[src/rtl/sockit_spi_pkg.sv]
// Shared types for the SPI command arbiter: requester ids and arbiter FSM states.
package sockit_spi_pkg;

  typedef enum logic [1:0] {
    NONE = 2'b00,
    REG  = 2'b01,
    XIP  = 2'b10
  } own_t;

  typedef enum logic [1:0] {
    IDLE    = 2'b00,
    GNT_REG = 2'b01,
    GNT_XIP = 2'b10
  } arb_state_t;

  // Requester that owns the command stream in a given arbiter state.
  function automatic own_t state_own(input arb_state_t s);
    own_t o;
    unique case (s)
      GNT_REG: o = REG;
      GNT_XIP: o = XIP;
      default: o = NONE;
    endcase
    return o;
  endfunction

endpackage

[src/rtl/sockit_spi_fifo_own.sv]
// Ownership FIFO: remembers, in issue order, which requester each response packet belongs to.
module sockit_spi_fifo_own
  import sockit_spi_pkg::*;
#(
  parameter int unsigned OFD = 4,
  localparam int unsigned OFA = $clog2(OFD)
) (
  input  logic         clk,
  input  logic         rst,
  input  logic         push,
  input  own_t         push_id,
  input  logic         pop,
  output own_t         head_c,
  output logic         full,
  output logic         empty,
  output logic [OFA:0] cnt
);

  own_t           mem [OFD];
  logic [OFA-1:0] wr_ptr;
  logic [OFA-1:0] rd_ptr;
  logic           do_push;
  logic           do_pop;
  logic [OFA:0]   cnt_nxt;

  // Guard against overflow/underflow and compute the next occupancy.
  always_comb begin
    do_push = push & ~full;
    do_pop  = pop & ~empty;
    cnt_nxt = cnt;
    if (do_push && !do_pop) begin
      cnt_nxt = cnt + (OFA+1)'(1);
    end else if (do_pop && !do_push) begin
      cnt_nxt = cnt - (OFA+1)'(1);
    end
  end

  // Storage, wrapping pointers and registered occupancy flags.
  always_ff @(posedge clk or posedge rst) begin
    if (rst) begin
      for (int unsigned i = 0; i < OFD; i++) begin
        mem[i] <= NONE;
      end
      wr_ptr <= '0;
      rd_ptr <= '0;
      cnt    <= '0;
      full   <= 1'b0;
      empty  <= 1'b1;
    end else begin
      if (do_push) begin
        mem[wr_ptr] <= push_id;
        wr_ptr      <= wr_ptr + OFA'(1);
      end
      if (do_pop) begin
        rd_ptr <= rd_ptr + OFA'(1);
      end
      cnt   <= cnt_nxt;
      full  <= (cnt_nxt == (OFA+1)'(OFD));
      empty <= (cnt_nxt == '0);
    end
  end

  assign head_c = mem[rd_ptr];

endmodule

[src/rtl/sockit_spi_cmd_arb.sv]
// Packet-level arbiter sharing the SPI serializer between REG and XIP, with in-order response routing.
module sockit_spi_cmd_arb
  import sockit_spi_pkg::*;
#(
  parameter int unsigned CDW = 32,
  parameter int unsigned RDW = 32,
  parameter int unsigned OFD = 4,
  localparam int unsigned OFA = $clog2(OFD)
) (
  input  logic           clk,
  input  logic           rst,
  input  logic           cfg_pri,
  input  logic           reg_cmd_vld,
  input  logic           reg_cmd_lst,
  input  logic           reg_cmd_rsp,
  input  logic [CDW-1:0] reg_cmd_dat,
  output logic           reg_cmd_rdy,
  input  logic           xip_cmd_vld,
  input  logic           xip_cmd_lst,
  input  logic           xip_cmd_rsp,
  input  logic [CDW-1:0] xip_cmd_dat,
  output logic           xip_cmd_rdy,
  output logic           ser_cmd_vld,
  output logic           ser_cmd_lst,
  output logic [CDW-1:0] ser_cmd_dat,
  input  logic           ser_cmd_rdy,
  input  logic           ser_dat_vld,
  input  logic           ser_dat_lst,
  input  logic [RDW-1:0] ser_dat_dat,
  output logic           ser_dat_rdy,
  output logic           reg_dat_vld,
  output logic           reg_dat_lst,
  output logic [RDW-1:0] reg_dat_dat,
  input  logic           reg_dat_rdy,
  output logic           xip_dat_vld,
  output logic           xip_dat_lst,
  output logic [RDW-1:0] xip_dat_dat,
  input  logic           xip_dat_rdy,
  output logic [1:0]     sts_own,
  output logic [OFA:0]   sts_cnt,
  output logic           sts_err,
  input  logic           sts_clr
);

  arb_state_t state, state_nxt;
  logic       pref_xip;
  logic       first_q;
  logic       reg_elig, xip_elig;
  logic       cmd_hs, cmd_lst, cmd_rsp;
  own_t       cmd_own;
  logic       fifo_push, fifo_pop, fifo_full, fifo_empty;
  own_t       fifo_head;
  logic       orphan;

  // Arbitration and command-stream multiplexing.
  always_comb begin
    state_nxt   = state;
    ser_cmd_vld = 1'b0;
    ser_cmd_lst = 1'b0;
    ser_cmd_dat = '0;
    reg_cmd_rdy = 1'b0;
    xip_cmd_rdy = 1'b0;
    cmd_hs      = 1'b0;
    cmd_lst     = 1'b0;
    cmd_rsp     = 1'b0;
    cmd_own     = NONE;
    reg_elig    = reg_cmd_vld & (~reg_cmd_rsp | ~fifo_full);
    xip_elig    = xip_cmd_vld & (~xip_cmd_rsp | ~fifo_full);
    unique case (state)
      IDLE: begin
        if (reg_elig && xip_elig) begin
          state_nxt = (cfg_pri || pref_xip) ? GNT_XIP : GNT_REG;
        end else if (reg_elig) begin
          state_nxt = GNT_REG;
        end else if (xip_elig) begin
          state_nxt = GNT_XIP;
        end
      end
      GNT_REG: begin
        ser_cmd_vld = reg_cmd_vld;
        ser_cmd_lst = reg_cmd_lst;
        ser_cmd_dat = reg_cmd_dat;
        reg_cmd_rdy = ser_cmd_rdy;
        cmd_hs      = reg_cmd_vld & ser_cmd_rdy;
        cmd_lst     = reg_cmd_lst;
        cmd_rsp     = reg_cmd_rsp;
        cmd_own     = REG;
        if (cmd_hs && cmd_lst) state_nxt = IDLE;
      end
      GNT_XIP: begin
        ser_cmd_vld = xip_cmd_vld;
        ser_cmd_lst = xip_cmd_lst;
        ser_cmd_dat = xip_cmd_dat;
        xip_cmd_rdy = ser_cmd_rdy;
        cmd_hs      = xip_cmd_vld & ser_cmd_rdy;
        cmd_lst     = xip_cmd_lst;
        cmd_rsp     = xip_cmd_rsp;
        cmd_own     = XIP;
        if (cmd_hs && cmd_lst) state_nxt = IDLE;
      end
      default: state_nxt = IDLE;
    endcase
  end

  assign fifo_push = cmd_hs & first_q & cmd_rsp;

  // Arbiter state register.
  always_ff @(posedge clk or posedge rst) begin
    if (rst) state <= IDLE;
    else     state <= state_nxt;
  end

  // Round-robin pointer: after a packet completes, prefer the other requester.
  always_ff @(posedge clk or posedge rst) begin
    if (rst)                   pref_xip <= 1'b0;
    else if (cmd_hs && cmd_lst) pref_xip <= (state == GNT_REG);
  end

  // First-word marker so each packet pushes at most one owner id.
  always_ff @(posedge clk or posedge rst) begin
    if (rst)                     first_q <= 1'b1;
    else if (state_nxt == IDLE)  first_q <= 1'b1;
    else if (cmd_hs)             first_q <= 1'b0;
  end

  // Status: current grant and sticky orphan flag (set wins over clear).
  always_ff @(posedge clk or posedge rst) begin
    if (rst) begin
      sts_own <= NONE;
      sts_err <= 1'b0;
    end else begin
      sts_own <= state_own(state_nxt);
      if (orphan)       sts_err <= 1'b1;
      else if (sts_clr) sts_err <= 1'b0;
    end
  end

  sockit_spi_fifo_own #(.OFD(OFD)) u_fifo (
    .clk     (clk),
    .rst     (rst),
    .push    (fifo_push),
    .push_id (cmd_own),
    .pop     (fifo_pop),
    .head_c  (fifo_head),
    .full    (fifo_full),
    .empty   (fifo_empty),
    .cnt     (sts_cnt)
  );

  // Response routing to the head owner; responses with no owner are drained.
  always_comb begin
    ser_dat_rdy = 1'b0;
    reg_dat_vld = 1'b0;
    xip_dat_vld = 1'b0;
    orphan      = 1'b0;
    if (fifo_empty) begin
      orphan      = ser_dat_vld & ~rst;
      ser_dat_rdy = orphan;
    end else if (fifo_head == XIP) begin
      xip_dat_vld = ser_dat_vld;
      ser_dat_rdy = xip_dat_rdy;
    end else begin
      reg_dat_vld = ser_dat_vld;
      ser_dat_rdy = reg_dat_rdy;
    end
    fifo_pop = ~fifo_empty & ser_dat_vld & ser_dat_rdy & ser_dat_lst;
  end

  assign reg_dat_lst = ser_dat_lst;
  assign reg_dat_dat = ser_dat_dat;
  assign xip_dat_lst = ser_dat_lst;
  assign xip_dat_dat = ser_dat_dat;

endmodule

[config.mk]
export PLATFORM = sky130hd
export DESIGN_NAME = sockit_spi_cmd_arb
export DESIGN_NICKNAME = d
export VERILOG_FILES = /design/src/rtl/sockit_spi_pkg.sv /design/src/rtl/sockit_spi_fifo_own.sv /design/src/rtl/sockit_spi_cmd_arb.sv
export SDC_FILE = /design/constraint.sdc
export NUM_CORES = 1
export LEC_CHECK = 0
export BUFFER_PORTS_ARGS = -buffer_cell sky130_fd_sc_hd__buf_4
export CAP_MARGIN = 10
export CORE_MARGIN = 4
export CORE_UTILIZATION = 38
export DETAILED_ROUTE_END_ITERATION = 10
export PLACE_DENSITY = 0.82
export SYNTH_ARGS = -nofsm -noshare
export SYNTH_HDL_FRONTEND = slang
export SYNTH_SLANG_ARGS = --single-unit
[constraint.sdc]
create_clock -name clk -period 2.3 [get_ports clk]
set_input_delay 0.23 -clock clk [delete_from_list [all_inputs] [get_ports clk]]
set_output_delay 0.23 -clock clk [all_outputs]
set_load 0.03 [all_outputs]
# After elaboration in Yosys (flattened, before gate mapping)
# Index checks and enable logic that the tools add are counted.
[totals] reg_bits=24 out_inout_bits=111 word_cells=98
[op_classes] addsub=4 order_cmp=3 n_eq_ne=6 n_mux=35 bitwise=21 n_reduce_logical=15
[op_table] operator="$pmux 32 s2" count=1
[op_table] operator="$mux 2" count=9
[op_table] operator="$mux 1" count=13
[op_table] operator="$and 1x1->1" count=12
[op_table] operator="$bwmux 8" count=1
[op_table] operator="$pmux 1 s2" count=4
[op_table] operator="$pmux 2 s2" count=2
[op_table] operator="$logic_and 1x1->1" count=7
[op_table] operator="$eq 2x2->1 const B" count=3
[op_table] operator="$ge 3x3->1 const B" count=2
[op_table] operator="$mux 3" count=2
[op_table] operator="$not 2->3" count=2
[op_table] operator="$pmux 2 s3" count=1
[op_table] operator="$not 1->1" count=5
[op_table] operator="$add 2x1->2 const B" count=2
[op_table] operator="$bmux 2 s2" count=1
[op_table] operator="$demux 2 s2" count=1
[op_table] operator="$eq 2x1->1 const B" count=2
[op_table] operator="$logic_not 2->1" count=2
[op_table] operator="$reduce_bool 2->1" count=2
[op_table] operator="$add 3x1->3 const B" count=1
[op_table] operator="$eq 3x3->1 const B" count=1
[op_table] operator="$logic_not 3->1" count=1
[op_table] operator="$lt 3x1->1 const B" count=1
[op_table] operator="other kinds (4)" count=6

# Longest topological paths before layout
[depth] word_depth=14 ltp_mapped=10

# Modules after synthesis
# A second synthesis with hierarchy kept.
[hier_totals] cells_unflattened=273 area_unflattened_um2=2449.8
[by_module_without_submodules] module="sockit_spi_cmd_arb" n_inst=1 cells_each=198 area_per_inst_um2=1542.7 seq_area_each_um2=176.4
[by_module_without_submodules] module="sockit_spi_fifo_own" n_inst=1 cells_each=75 area_per_inst_um2=907.1 seq_area_each_um2=426.7

# Worst setup path before layout
# OpenSTA, ideal clock, no wires.
[synth_timing] path_type="register -> output" from="register state[1]" to="output port ser_cmd_lst" t_arrival_ps=1907 required_ps=2070 path_slack_ps=163 path_stages_with_launch=7 path_buffers=2 path_cell_list="dfrtp_1 > inv_1 > ha_1 > buf_2 > buf_1 > nand2_1 > a21boi_0"
[synth_between] elab_chain_cells=2 word_cells_on_any_way=3 cone_classes="eq/ne (2); mux (1)"
[synth_rtl] element="start: declaration" line_no="sockit_spi_cmd_arb.sv:45" text="arb_state_t state, state_nxt;"
[synth_rtl] element="start signal: assignment" line_no="sockit_spi_cmd_arb.sv:110" text="else state <= state_nxt;"
[synth_rtl] element="$eq 2x2->1 / $eq 2x1->1 (equally long branches)" line_no="sockit_spi_cmd_arb.sv:69" text="unique case (state)"
[synth_rtl] element="$pmux 1 s2 (*)" line_no="sockit_spi_cmd_arb.sv:69"
[synth_rtl] element="end: declaration" line_no="sockit_spi_cmd_arb.sv:24" text="output logic ser_cmd_lst,"
# Every way passes the cells marked *; elsewhere a longest branch is shown, timed or not.

# Worst setup path after layout
[layout_timing] from="register state[0]" to="register u_fifo.full"
[layout_between] elab_chain_cells=10 word_cells_on_any_way=13 cone_classes="eq/ne (3); mux (4); bitwise (3); reduce/logical (3)"
[layout_rtl] element="$eq 2x2->1 / $eq 2x1->1 (equally long branches)" line_no="sockit_spi_cmd_arb.sv:69"
[layout_rtl] element="$pmux 1 s2" line_no="sockit_spi_cmd_arb.sv:69"
[layout_rtl] element="$and 1x1->1" line_no="sockit_spi_cmd_arb.sv:105" text="assign fifo_push = cmd_hs & first_q & cmd_rsp;"
[layout_rtl] element="$and 1x1->1 (*)" line_no="sockit_spi_cmd_arb.sv:105"
[layout_rtl] element="$and 1x1->1 (*)" line_no="sockit_spi_fifo_own.sv:28" text="do_push = push & ~full;"
[layout_rtl] element="$logic_not 1->1" line_no="sockit_spi_fifo_own.sv:33" text="end else if (do_pop && !do_push) begin"
[layout_rtl] element="$logic_and 1x1->1" line_no="sockit_spi_fifo_own.sv:33"
[layout_rtl] element="$mux 3" line_no="sockit_spi_fifo_own.sv:33"
[layout_rtl] element="$mux 3 (*)" line_no="sockit_spi_fifo_own.sv:31" text="if (do_push && !do_pop) begin"
[layout_rtl] element="net u_fifo.cnt_nxt[2]" line_no="sockit_spi_fifo_own.sv:24" text="logic [OFA:0] cnt_nxt;"
[layout_rtl] element="$eq 3x3->1 (*)" line_no="sockit_spi_fifo_own.sv:58" text="full <= (cnt_nxt == (OFA+1)'(OFD));"
[layout_rtl] element="end signal: assignment" line_no="sockit_spi_fifo_own.sv:58"
[layout_rtl] element="end: declaration" line_no="sockit_spi_fifo_own.sv:14" text="output logic full,"
# Mark *: on every way through the listed nets, which the timed path passes. The rest lies on a longest branch.
# A chain may end at the register's enable or synchronous reset.

==> impl_metrics.yaml <==
global_routing:
  antenna_found_initial: 0
  grt_overflow: 0
  grt_max_degree: 37
  grt_pass1_vias: 2018
  grt_pass1_wl_mm: 10.1
  grt_usage_pct: 17.1
clock_network:
  cts_htree_levels: 1
  worstSkewPairLatency_ns: 0.27
  post_cts.repair.setup_buffers: 0
  clkTransAtPathRegs_ns: 0.09
  cts-root-buf: "clkbuf_8"
  tritoncts: "built"
  cts_buffers: 3
  cts.sinks: 24
  clock_path_buffers: 2
route:
  drt_iter0_drc: 95
  vias_per_cell: 5.02
  routed_wl_mm: 7.06
  vias: 2018
  drtAntennaViolNets: 0
  wl_per_cell_um: 17.6
  drcViolationCount: 0
  first_pass_iters: 4
die:
  die_w_um: 86.8
  core_um2: 5990
  rows: 28
  ios: 222
  start_util_pct: 39.4
  die-area_um2: 7530
  die_h_um: 86.8
setup_path:
  reg2reg_to: "u_fifo.full"
  path_class: "reg2reg"
  path_cells: "inv_1, ha_2, a22oi_1, nand3b_1, or3_1, mux2i_1, xor2_1, nor2b_1"
  crit_slowest_cell: "dfrtp_1"
  endpoint: "u_fifo.full"
  cp-start-kind: "flip-flop"
  reg2reg_slack_ns: 0.15
  crit_start: "state[0]"
  arrival_ns: 2.35
  worst-r2r-cell-count: 8
  r2r_start: "state[0]"
  end_kind: "flip-flop"
  worst_ep_required_time_ns: 2.50
  cp_max_fo: 6
  max_stage_delay_ns: 0.43
status:
  status: "complete, no violations"
sta:
  worst_pin_slew_ns: 0.329
  final.setup_skew_ns: 0.00135
  rsz0062_at_grt: "false"
  drv_slew: 0
  slew_headroom_pct: 77.9
  finalSetupViolCount: 0
  fmax_mhz: 465
  finalHoldViolCount: 0
  holdWs_ns: 0.0281
  fin_setup_tns_ns: 0
  post-route-period-util_pct: 93.4
  finalWorstSetupSlack_ns: 0.151
  post-route-min-period_ns: 2.15
logic_synthesis:
  syn-num-nets: 394
  yosysSeqAreaShare_pct: 25.6
  ys.flop_type: "dfrtp_1"
  syn_area_um2: 2360
  syn_avg_cell_area_um2: 8.71
  yosys_warnings: 0
  syn_inst: 271
  async_flop_share_pct: 100
  yosys_register_bits: 24
  synth_edf_count: 0
  ys_types: 35
finish:
  nets: 451
  num_antenna_cells: 0
  drive_gt1_share_pct: 45.9
  seq_area_um2: 603
  multiInputGateArea_um2: 1180
  n_fill_cell: 580
  final_cells: 402
  area.growth.synth_to_final_pct: 25.8
placement:
  pre_cts_ws_ns: 0.180
  gp_congestion: 0.781
  hpwl_mm: 5.91
  port_buffers: 125
  dp.cells: 398
pwr:
  leakagePower_nw: 1.44
  ir_drop_mv: 0.645
  totalPowerFinal_mw: 3.22
  powerDensity_nw_per_um2: 1080
hold_path:
  hp-class: "in2async"
run:
  cap_violations: 0
## cells in the mapped netlist (4+ instances only)
master    number  area [um2]
a21boi_0       4        30.0
nor2b_1       42         263
dfrtp_1       22         551
mux2_2         8        90.1
nand2_1       12        45.0
buf_4         66         495
ha_1          12         150
inv_1         11        41.3
o21ai_0       11        55.1
buf_1          6        22.5
a22oi_1       34         255
## placed cells by master, fill, tap and decap left out, types with 2 or more instances in the layout
master	netlist	final
xor2_1	3	3
nand2b_1	2	2
dfstp_2	2	2
xnor2_1	3	3
buf_4	66	128
dfrtp_1	22	22
buf_6	0	2
nand2_1	12	12
o21ai_0	11	11
nor2_1	3	3
inv_1	11	10
nor3b_1	2	2
ha_2	0	2
and3b_1	2	2
nor2b_1	42	42
nand3b_1	2	2
clkbuf_8	0	3
and2_1	2	2
nand3_1	3	3
ha_1	12	10
a21boi_0	4	4
mux2i_1	2	2
mux2_2	8	8
a22oi_1	34	34
## how the worst min path moves through the flow
stage                     slack, ns  depth (start not counted)        to
final                          0.03                          3   sts_err
after floorplan                0.25                          1  pref_xip
after global routing           0.06                          3   sts_err
after detailed placement       0.33                          3   sts_err
after CTS                      0.04                          3   sts_err
after global placement         0.33                          3   sts_err
## area by class of cell
cell class	instances	share of cell area [%]
Clock inverter	1	1.01
Multi-Input combinational cell	158	39.6
Inverter	11	1.39
Sequential cell	24	20.3
Clock buffer	3	1.39
Timing Repair Buffer	130	33.1
Tap cell	75	3.16
## cells by family after synthesis
kind of cell             after synthesis  share of synthesized area (%)
AO/OA/AOI/OAI                         55                           16.4
XOR/XNOR                               6                           2.23
adder cells (fa/ha/maj)               12                           6.36
buffers and inverters                 89                           24.8
flip-flops                            24                           25.6
multiplexers                          12                           6.57
AND/OR/NAND/NOR                       73                           18.1
## stage by stage
step,area [um2],utilization (%)
global route,2970,49.6
finish,2970,49.6
global placement,2890,48.2
CTS,2960,49.4
floorplan,2360,-
detailed placement,2890,48.2
## power breakdown
group	internal (mW)	switching [mW]	total, mW
combinational	0.922	1.25	2.17
clock	0.233	0.138	0.370
sequential	0.560	0.114	0.674
total	1.71	1.50	3.22
## state kept, by name, summed over array words and instances (netlist names)
name	flops
u_fifo.cnt	3
first_q	1
u_fifo.wr_ptr	2
sts_err	1
u_fifo.empty	1
u_fifo.rd_ptr	2
sts_own	2
u_fifo.mem	8
pref_xip	1
u_fifo.full	1
state	2
## per-layer routing
layer / vias to the layer above / share of wire (%) / track usage (%)
met1: 906 / 36 / 19.3
met3: 20 / 10 / 6.18
met4: 0 / 4.1 / 6.37
met2: 127 / 50 / 29.3
met5: - / 0 / 0
li1: 965 / - / -
## critical path, delay by kind of cell (launching register included)
family | cells | cell delay [ns]
AO/OA/AOI/OAI | 1 | 0.09
adder cells (fa/ha/maj) | 1 | 0.24
flip-flops | 1 | 0.43
AND/OR/NAND/NOR | 3 | 0.79
multiplexers | 1 | 0.16
XOR/XNOR | 1 | 0.22
buffers and inverters | 1 | 0.15
## repair_timing
action	in CTS	in global routing
setup endpoints to repair	0	7
resized for setup	0	5
hold buffers	0	0
No activity file was read; power rests on OpenSTA's default activity.
